--- src/rtl/mdiv_ctrl_if.sv ---
// Bundle of decode, mult/div unit and register-file write-port signals for mdiv_ctrl.
// master = surrounding pipeline/unit/arbiter, slave = the controller.
interface mdiv_ctrl_if;
  logic        req_mult;
  logic        req_div;
  logic [31:0] opA;
  logic [31:0] opB;
  logic [4:0]  rd;
  logic        md_start;
  logic        md_op;
  logic [31:0] md_A;
  logic [31:0] md_B;
  logic        md_ready;
  logic [31:0] md_result;
  logic        md_exception;
  logic        stall;
  logic        wb_req;
  logic        wb_grant;
  logic [4:0]  wb_reg;
  logic [31:0] wb_data;

  modport master (
    output req_mult, req_div, opA, opB, rd, md_ready, md_result, md_exception, wb_grant,
    input  md_start, md_op, md_A, md_B, stall, wb_req, wb_reg, wb_data
  );

  modport slave (
    input  req_mult, req_div, opA, opB, rd, md_ready, md_result, md_exception, wb_grant,
    output md_start, md_op, md_A, md_B, stall, wb_req, wb_reg, wb_data
  );
endinterface

--- src/rtl/mdiv_ctrl.sv ---
// Sequencer between decode and a shared iterative mult/div unit: issues one
// operation, waits with a timeout, and writes the result or an exception code back.
//   state | meaning
//   IDLE  | no operation; accepts req_mult/req_div
//   ISSUE | pulse md_start, clear wait counter
//   WAIT  | count cycles until md_ready or timeout
//   WB    | hold wb_req with stable reg/data until granted
module mdiv_ctrl #(
  parameter int TIMEOUT = 40,
  parameter int RSTATUS = 30
) (
  input logic       clock,
  input logic       reset,
  mdiv_ctrl_if.slave bus
);

  localparam logic [1:0] S_IDLE  = 2'd0;
  localparam logic [1:0] S_ISSUE = 2'd1;
  localparam logic [1:0] S_WAIT  = 2'd2;
  localparam logic [1:0] S_WB    = 2'd3;

  localparam logic [5:0]  CNT_LAST    = 6'(TIMEOUT - 1);
  localparam logic [4:0]  RSTATUS_REG = 5'(RSTATUS);
  localparam logic [31:0] EXC_MULT    = 32'd4;
  localparam logic [31:0] EXC_DIV     = 32'd5;

  logic [1:0]  state_q, state_d;
  logic [5:0]  cnt_q, cnt_d;
  logic        op_q, op_d;
  logic [31:0] a_q, a_d;
  logic [31:0] b_q, b_d;
  logic [4:0]  rd_q, rd_d;
  logic [4:0]  wb_reg_q, wb_reg_d;
  logic [31:0] wb_data_q, wb_data_d;

  logic accept;
  logic [31:0] exc_data;

  // Requests seen while reset is low must not stall or be accepted.
  assign accept   = reset && (state_q == S_IDLE) && (bus.req_mult || bus.req_div);
  assign exc_data = op_q ? EXC_DIV : EXC_MULT;

  always_comb begin
    state_d   = state_q;
    cnt_d     = cnt_q;
    op_d      = op_q;
    a_d       = a_q;
    b_d       = b_q;
    rd_d      = rd_q;
    wb_reg_d  = wb_reg_q;
    wb_data_d = wb_data_q;

    case (state_q)
      S_IDLE: begin
        if (accept) begin
          op_d = !bus.req_mult;
          a_d  = bus.opA;
          b_d  = bus.opB;
          rd_d = bus.rd;
          if (!bus.req_mult && (bus.opB == 32'd0)) begin
            state_d   = S_WB;
            wb_reg_d  = RSTATUS_REG;
            wb_data_d = EXC_DIV;
          end else begin
            state_d = S_ISSUE;
          end
        end
      end
      S_ISSUE: begin
        cnt_d   = 6'd0;
        state_d = S_WAIT;
      end
      S_WAIT: begin
        cnt_d = cnt_q + 6'd1;
        // A result landing on the timeout cycle still wins.
        if (bus.md_ready) begin
          if (bus.md_exception) begin
            state_d   = S_WB;
            wb_reg_d  = RSTATUS_REG;
            wb_data_d = exc_data;
          end else if (rd_q == 5'd0) begin
            state_d = S_IDLE;
          end else begin
            state_d   = S_WB;
            wb_reg_d  = rd_q;
            wb_data_d = bus.md_result;
          end
        end else if (cnt_q == CNT_LAST) begin
          state_d   = S_WB;
          wb_reg_d  = RSTATUS_REG;
          wb_data_d = exc_data;
        end
      end
      S_WB: begin
        if (bus.wb_grant) state_d = S_IDLE;
      end
      default: state_d = S_IDLE;
    endcase
  end

  always_ff @(posedge clock) begin
    if (!reset) begin
      state_q   <= S_IDLE;
      cnt_q     <= 6'd0;
      op_q      <= 1'b0;
      a_q       <= 32'd0;
      b_q       <= 32'd0;
      rd_q      <= 5'd0;
      wb_reg_q  <= 5'd0;
      wb_data_q <= 32'd0;
    end else begin
      state_q   <= state_d;
      cnt_q     <= cnt_d;
      op_q      <= op_d;
      a_q       <= a_d;
      b_q       <= b_d;
      rd_q      <= rd_d;
      wb_reg_q  <= wb_reg_d;
      wb_data_q <= wb_data_d;
    end
  end

  assign bus.stall    = (state_q != S_IDLE) || accept;
  assign bus.md_start = (state_q == S_ISSUE);
  assign bus.md_op    = op_q;
  assign bus.md_A     = a_q;
  assign bus.md_B     = b_q;
  assign bus.wb_req   = (state_q == S_WB);
  assign bus.wb_reg   = wb_reg_q;
  assign bus.wb_data  = wb_data_q;

endmodule

--- src/flat_wrapper.sv ---
// flat-port wrapper written by rule: the top's interface ports become plain ports
module mdiv_ctrl_flat 
#(
  parameter int TIMEOUT = 40,
  parameter int RSTATUS = 30
)
  (clock, reset, bus_req_mult, bus_req_div, bus_opA, bus_opB, bus_rd, bus_md_ready, bus_md_result, bus_md_exception, bus_wb_grant, bus_md_start, bus_md_op, bus_md_A, bus_md_B, bus_stall, bus_wb_req, bus_wb_reg, bus_wb_data);
  mdiv_ctrl_if bus_i ();
  input logic clock;
  input logic reset;
  input wire logic [$bits(bus_i.req_mult)-1:0] bus_req_mult;
  input wire logic [$bits(bus_i.req_div)-1:0] bus_req_div;
  input wire logic [$bits(bus_i.opA)-1:0] bus_opA;
  input wire logic [$bits(bus_i.opB)-1:0] bus_opB;
  input wire logic [$bits(bus_i.rd)-1:0] bus_rd;
  input wire logic [$bits(bus_i.md_ready)-1:0] bus_md_ready;
  input wire logic [$bits(bus_i.md_result)-1:0] bus_md_result;
  input wire logic [$bits(bus_i.md_exception)-1:0] bus_md_exception;
  input wire logic [$bits(bus_i.wb_grant)-1:0] bus_wb_grant;
  output wire logic [$bits(bus_i.md_start)-1:0] bus_md_start;
  output wire logic [$bits(bus_i.md_op)-1:0] bus_md_op;
  output wire logic [$bits(bus_i.md_A)-1:0] bus_md_A;
  output wire logic [$bits(bus_i.md_B)-1:0] bus_md_B;
  output wire logic [$bits(bus_i.stall)-1:0] bus_stall;
  output wire logic [$bits(bus_i.wb_req)-1:0] bus_wb_req;
  output wire logic [$bits(bus_i.wb_reg)-1:0] bus_wb_reg;
  output wire logic [$bits(bus_i.wb_data)-1:0] bus_wb_data;
  assign bus_i.req_mult = bus_req_mult;
  assign bus_i.req_div = bus_req_div;
  assign bus_i.opA = bus_opA;
  assign bus_i.opB = bus_opB;
  assign bus_i.rd = bus_rd;
  assign bus_i.md_ready = bus_md_ready;
  assign bus_i.md_result = bus_md_result;
  assign bus_i.md_exception = bus_md_exception;
  assign bus_i.wb_grant = bus_wb_grant;
  assign bus_md_start = bus_i.md_start;
  assign bus_md_op = bus_i.md_op;
  assign bus_md_A = bus_i.md_A;
  assign bus_md_B = bus_i.md_B;
  assign bus_stall = bus_i.stall;
  assign bus_wb_req = bus_i.wb_req;
  assign bus_wb_reg = bus_i.wb_reg;
  assign bus_wb_data = bus_i.wb_data;
  mdiv_ctrl #(.TIMEOUT(TIMEOUT), .RSTATUS(RSTATUS)) u_core (.clock(clock), .reset(reset), .bus(bus_i));
endmodule
--- config.mk ---
export PLATFORM = sky130hd
export DESIGN_NAME = mdiv_ctrl_flat
export DESIGN_NICKNAME = d
export VERILOG_FILES = /design/src/rtl/mdiv_ctrl_if.sv /design/src/rtl/mdiv_ctrl.sv /design/src/flat_wrapper.sv
export SDC_FILE = /design/constraint.sdc
export NUM_CORES = 1
export LEC_CHECK = 0
export ABC_CLOCK_PERIOD_IN_PS = 2100
export BUFFER_PORTS_ARGS = -buffer_cell sky130_fd_sc_hd__buf_2
export CORE_ASPECT_RATIO = 0.6
export CORE_MARGIN = 1
export CORE_UTILIZATION = 43
export CTS_BUF_LIST = sky130_fd_sc_hd__clkbuf_4 sky130_fd_sc_hd__clkbuf_8
export DETAILED_ROUTE_END_ITERATION = 16
export PLACE_DENSITY = 0.8
export SETUP_SLACK_MARGIN = 0.5
export SYNTH_ARGS = -nofsm -noshare
export SYNTH_HDL_FRONTEND = slang
export SYNTH_SLANG_ARGS = --single-unit
--- constraint.sdc ---
create_clock -name clock -period 2.1 [get_ports clock]
set_clock_uncertainty 0.15 [all_clocks]
set_input_delay 0.315 -clock clock [delete_from_list [all_inputs] [get_ports clock]]
set_output_delay 0.315 -clock clock [all_outputs]
set_load 0.01 [all_outputs]
==> results of run 1 <==
-- critical path: stages (launching register included) --
cell	delay [ns]
dfxtp_4	0.38
inv_6	0.09
ha_4	0.16
o21ai_4	0.07
nor3_1	0.62
o211a_4	0.34
buf_6	0.19
a21oi_4	0.07
a311oi_1	0.33
-- kinds of logic after synthesis --
group,count (synthesis)
adders and majority gates,6
and+or+nand+nor,242
AOI/OAI and AO/OA,97
muxes,32
DFF,115
buffers and inverters,43
xor gates and xnor gates,4
-- cells in the final DEF, fill, tap and decap left out, drive strengths merged, types with 3 or more instances in the layout --
cell type	instances
xor2	4
nor2	11
buf	256
clkinv	8
a311oi	5
inv	5
dlygate4sd3	92
a211oi	4
a21oi	78
o21ai	3
clkinvlp	5
clkbuf	21
nor3	3
nand2	175
nor4	7
dfxtp	115
ha	6
nand3	33
mux2i	32
nand4	4
-- stage by stage --
step	utilization	setup WS, ns	instance area (sq um)
2_1_floorplan	-	0.123	4590
3_3_place_gp	0.575	-0.0107	5780
3_5_place_dp	0.575	-0.125	5780
4_1_cts	0.802	-0.0375	8070
5_1_grt	0.850	-0.494	8540
6_report	0.850	-0.425	8540
-- power breakdown --
| group | internal [mW] | switching [mW] |
|---|---|---|
| clock | 0.936 | 1.02 |
| combinational | 2.58 | 3.12 |
| sequential | 2.57 | 0.275 |
-- area by class of cell --
| type | count | area [sq um] | share of cell area |
|---|---|---|---|
| clock buffer | 18 | 241 | 0.0283 |
| multi-input combinational | 381 | 2890 | 0.339 |
| tap | 135 | 169 | 0.0198 |
| clock inverter | 14 | 115 | 0.0135 |
| inverter | 5 | 28.8 | 0.00337 |
| timing repair buffer | 351 | 2780 | 0.326 |
| sequential | 115 | 2310 | 0.271 |
| antenna | 1 | 2.50 | 0.000293 |
-- how the worst max path moves through the flow --
stage | startpoint | to | slack (ns) | depth (start not counted)
after floorplan | u_core.rd_q[0] | u_core.bus.wb_data[10] | 0.12 | 6
after global placement | bus_opB[26] | u_core.bus.wb_reg[4] | -0.01 | 8
after detailed placement | bus_opB[26] | u_core.state_q[1] | -0.12 | 8
after CTS | u_core.rd_q[0] | u_core.bus.wb_data[18] | -0.04 | 6
after global routing | u_core.state_q[0] | u_core.bus.wb_reg[4] | -0.49 | 8
final | u_core.state_q[0] | u_core.bus.wb_reg[4] | -0.43 | 8
-- timing repair --
action,in CTS,in global routing
pin swaps,50,6
hold buffers,92,0
hold endpoints to repair,92,0
setup endpoints to repair,116,116
setup buffers,13,3
gates resized for setup,161,84
gates cloned,12,3
-- metal layers --
layer	GRT usage	wire length, microns
met5	0	0
met2	0.635	10700
met4	0.262	1800
met1	0.385	8180
met3	0.128	2850
==> results by group, run 1 <==
Hold path
  – Worst Hold Class: input port to flop
  – Min-delay src: bus_md_result[25]
  – Hold EP: u_core.bus.wb_data[25]
  – WHS Path Cells: 3

Run status
  – Failing checks: hold timing, setup timing
  – Status: complete, but fails checks

Timing
  – Final Cycle Share: 1.20
  – RSZ-0062 raised after global routing: yes
  – Slew HR: 0.228
  – Final setup violation count: 39
  – Worst setup margin: -0.425 ns
  – Hold Violations, Final: 1
  – Hold Slack: -0.000831 ns
  – Max Fclk: 396 MHz
  – Max-slew violations: 0
  – Final Critical Period: between 2 and 3 ns
  – Final setup TNS: -9.99 ns
  – Least-Margin Pin Slew: roughly 1.2 ns

Placed design
  – HPWL reported at the end of detailed placement: 8.77 mm
  – Port bufs: 212
  – DP Cell Count: 864
  – Final Wtd Congestion: about 0.90

Worst setup path
  – Worst EP arrival: 2.69 ns
  – Worst r2r src: u_core.state_q[0]
  – Critical path class: flop to flop
  – Worst reg2reg setup slack: -0.43 ns
  – Worst-path fanout max: 11
  – WP data required: 2.26 ns
  – Critical path endpoint category: flop
  – Worst Reg-to-Reg Cells: 8
  – FF-to-FF End: u_core.bus.wb_reg[4]
  – CP startpoint kind: flop

Pwr
  – PwrDens: roughly 1200 mW/mm^2
  – VDD IR max: between 0.6 and 0.7 mV
  – Final Power: ~11 mW
  – Leak Pwr: 3.99 nW

Yosys
  – Compound-gate portion of the synthesized area: 0.125
  – Count leader, synth: nand2_1
  – Synth warn: 0
  – Synth top area share: 0.508
  – Syn_area_per_cell: 8.41 sq um
  – Post-synthesis mux area share: 0.0707
  – Seq cells post-synth: 115
  – Post-synthesis xor/xnor area fraction: 0.00773
  – Synth unique cells: 36
  – Number of flops mapped to enable cells by yosys: 0
  – Post-synthesis simple-gate area fraction: 0.224
  – Sequential fraction of the synthesis area: 0.508
  – Commonest cells post-synth: nand2_1, dfxtp_1, a21oi_1
  – Area contributors post-synth: dfxtp_1, nand2_1, a21oi_1, mux2i_1, nand3_1
  – Post-Synth Adder-Cell Area: 0.0166
  – Ys flop type: dfxtp_1
  – Main combinational cell family by area after synthesis: simple AND/OR/NAND/NOR gates
  – Post-Syn Area: 0.00453 sq mm
  – Synth area leader: dfxtp_1
  – Ys async rst share: 0
  – Post-Synthesis Cells: 539
  – Syn nets: roughly 650

Layout
  – Area grow syn2layout: 88.5%
  – Layout cells sized above 1: 0.500
  – Filler cells: 470
  – Final #Nets: roughly 990
  – Non-Filler Instances: 1020

Floorplanning
  – Die Height: 81.5 microns
  – Num rows: 28
  – Die ar.: about 0.011 sq mm
  – Core area: 0.0101 sq mm
  – I/O pins: 213
  – Die width: 135 microns
  – Initial Utilization: 0.451

Global routing
  – Total GRT Usage: 0.367
  – Largest net degree at the start of global routing: a little over 80
  – Global route total overflow: 0
  – Vias in the first global route: between 5000 and 6000
  – Antenna violations before repair: 1
  – First-pass GRT wire length: between 30 and 40 mm

Drt
  – Routed wire length per instance: 23.1 microns
  – ANT nets after route: 0
  – Drt via density: 5.86
  – DRC errors left: 0
  – Via count: 5976
  – Router iterations before antenna repair: 7
  – WL final: 23.6 mm
  – Initial DRC Count: 480

Clocking
  – CTS root buffer: clkbuf_8
  – # clock sinks: approximately 120
  – Clk_lat worst skew: 0.44 ns
  – CTS Buffer Depth: 2
  – Num CTS Buffers: 17
  – CTS clock-pin slew for the worst setup and hold paths: 0.08 ns
  – CTS tree: yes
  – Max H-tree Level: 4

Run
  – Max-cap violations: 0
Power figures use the tool's default switching activity.
==> run 2, diff against run 1 <==
CELL_PAD_IN_SITES_DETAIL_PLACEMENT = 1   (was default)
CELL_PAD_IN_SITES_GLOBAL_PLACEMENT = 1   (was default)
CORE_UTILIZATION = 30   (was 43)
PLACE_DENSITY = 0.79   (was 0.8)
==> results by group, run 2 (synthesis gave the netlist of run 1 again) <==
Placed design
  – HPWL reported at the end of detailed placement: 10.4 mm
  – DP Cell Count: 937
  – Final Wtd Congestion: 0.758
  – Port bufs: approximately 210
  – Dpl cell area: 0.00600 sq mm

Global routing
  – Total GRT Usage: 0.226
  – Global route total overflow: 0
  – Antenna violations before repair: 1
  – First-pass GRT wire length: 27.9 mm
  – Largest net degree at the start of global routing: 81
  – Vias in the first global route: around 5400

Drt
  – Router iterations before antenna repair: 4
  – DRC errors left: 0
  – WL final: 20.2 mm
  – Drt via density: 4.78
  – Met2 wire len: 9.89 mm
  – Metal3 WL: approximately 770 microns
  – ANT nets after route: 0
  – Met1 Wirelength: 9.24 mm
  – Routed wire length per instance: 18.7 microns
  – Highest Signal Layer: met4
  – Via count: 5167
  – Initial DRC Count: 260

Timing
  – Max-slew violations: 0
  – Final Cycle Share: 1.01
  – Final setup violation count: 16
  – Final Critical Period: 2.12 ns
  – Worst setup margin: -0.0247 ns
  – Hold Violations, Final: 0
  – Slew HR: 0.550
  – Max Fclk: 471 MHz
  – Least-Margin Pin Slew: 0.668 ns
  – RSZ-0062 raised after global routing: yes

Worst setup path
  – Cell Chain, Critical Path: or4_4 > o31a_1 > o211a_4 > nand2_8 > buf_12 > mux2i_1
  – Worst EP arrival: 2.31 ns
  – WP data required: 2.29 ns
  – Worst-path fanout max: 14
  – Critical path endpoint category: flop
  – Critical path class: flop to flop
  – Buf+Inv Stages, Crit Path: 1
  – Slowest cell delay on critical path: about 0.54 ns
  – CP startpoint kind: flop
  – Cell class contributing the biggest share of worst-path delay: simple AND/OR/NAND/NOR gates
  – Crit-path slowest cell: or4_4

Run
  – Max-cap violations: 0

Layout
  – Area grow syn2layout: 90.0%
  – Filler cells: 1633
  – Commonest non-fill, non-tap cells in the layout: buf_2, dfxtp_1, nand2_1, dlygate4sd3_1, nand2_4
  – Sequential Area: about 0.0023 sq mm
  – Cell area after layout: between 0.008 and 0.009 sq mm
  – Final #Nets: 984
  – Non-Filler Instances: 1080
  – Layout cells sized above 1: 0.518
  – Most common cell after layout, fill and taps aside: buf_2
  – Multi-input logic area: 0.00290 sq mm

Clocking
  – CTS clock-pin slew for the worst setup and hold paths: 0.06 ns
  – CTS Buffer Depth: 2
  – # clock sinks: 115
  – Clk_lat worst skew: 0.42 ns
  – CTS root buffer: clkbuf_8
  – CTS tree: yes
  – Max H-tree Level: 4
  – Num CTS Buffers: 17

Run status
  – Failing checks: setup timing
  – Status: complete, but fails checks

Floorplanning
  – Core area: about 0.015 sq mm
  – I/O pins: 213
  – Die Height: between 90 and 100 microns
  – Num rows: 34
  – Die ar.: 0.0156 sq mm
  – Initial Utilization: 0.310
  – Die width: about 160 microns

Hold path
  – Worst Hold Class: input port to flop

Pwr
  – Leak Pwr: approximately 4.0 nW
  – VDD IR max: 0.763 mV
  – PwrDens: ~1200 mW/mm^2
## run 2: cell types whose count changed in the layout (fill, tap and decap cells not counted), moves of 3 or more
cell	delta
a21oi_1	-13
a21oi_2	+13
a311oi_1	-3
a311oi_2	+3
buf_12	+4
buf_16	-9
buf_4	+4
clkbuf_16	+4
clkbuf_8	+6
clkinv_2	-4
clkinvlp_4	-5
dlygate4sd3_1	-6
nand2_4	+3
## run 2: where the power goes
group | total [mW] | switching (mW) | internal [mW]
clock | 2.16 | 0.893 | 1.27
combinational | 5.24 | 2.81 | 2.43
sequential | 2.81 | 0.243 | 2.57
total | 10.2 | 3.95 | 6.28
## run 2: metrics by stage
| stage | util | worst slack (ns) | TNS (ns) | hold WS, ns | power (mW) |
|---|---|---|---|---|---|
| after floorplan | - | 0.123 | 0 | 0.260 | 4.50 |
| after global placement | 0.410 | -0.172 | -5.95 | 0.290 | 5.58 |
| after detailed placement | 0.410 | -0.219 | -6.74 | 0.295 | 5.63 |
| after CTS | 0.520 | -0.0562 | -0.630 | 0.0000798 | 8.57 |
| after global routing | 0.588 | -0.109 | -2.07 | 0.00281 | 10.7 |
| final | 0.588 | -0.0247 | -0.181 | 0.0146 | 10.2 |
## run 2: timing repair
item | in CTS | in global routing
gates cloned | 3 | 9
gates resized for setup | 61 | 186
endpoints found under the setup margin | 81 | 103
setup buffers | 6 | 8
endpoints found under the hold margin | 85 | 1
pin swaps | 39 | 66
hold buffers | 85 | 1
## run 2: layer usage
layer	vias to the layer above	global-route usage
met1	2541	0.282
met5	-	0
met2	116	0.378
li1	2488	-
met3	22	0.0568
met4	0	0.0733
## run 2: final cells by class
| type | count | area share |
|---|---|---|
| multi-input combinational | 381 | 0.337 |
| antenna | 1 | 0.000291 |
| tap | 198 | 0.0288 |
| inverter | 5 | 0.00305 |
| clock inverter | 4 | 0.00814 |
| sequential | 115 | 0.269 |
| clock buffer | 26 | 0.0394 |
| timing repair buffer | 350 | 0.315 |
## run 2: final timing paths
| kind | startpoint | endpoint | slack (ns) | depth (start not counted) |
|---|---|---|---|---|
| hold reg to reg | u_core.bus.wb_data[9] | u_core.bus.wb_data[9] | 0.30 | 2 |
| setup / recovery | u_core.rd_q[0] | u_core.bus.wb_data[10] | -0.02 | 6 |
| setup reg to reg | u_core.rd_q[0] | u_core.bus.wb_data[10] | -0.02 | 6 |
| hold / removal | bus_opA[30] | u_core.bus.md_A[30] | 0.01 | 3 |
## run 2: worst register-to-register path, cell delays in order, from the launching register on
cell and delay [ns]:
dfxtp_1 0.32, or4_4 0.54, o31a_1 0.28, o211a_4 0.30, nand2_8 0.11, buf_12 0.17, mux2i_1 0.20
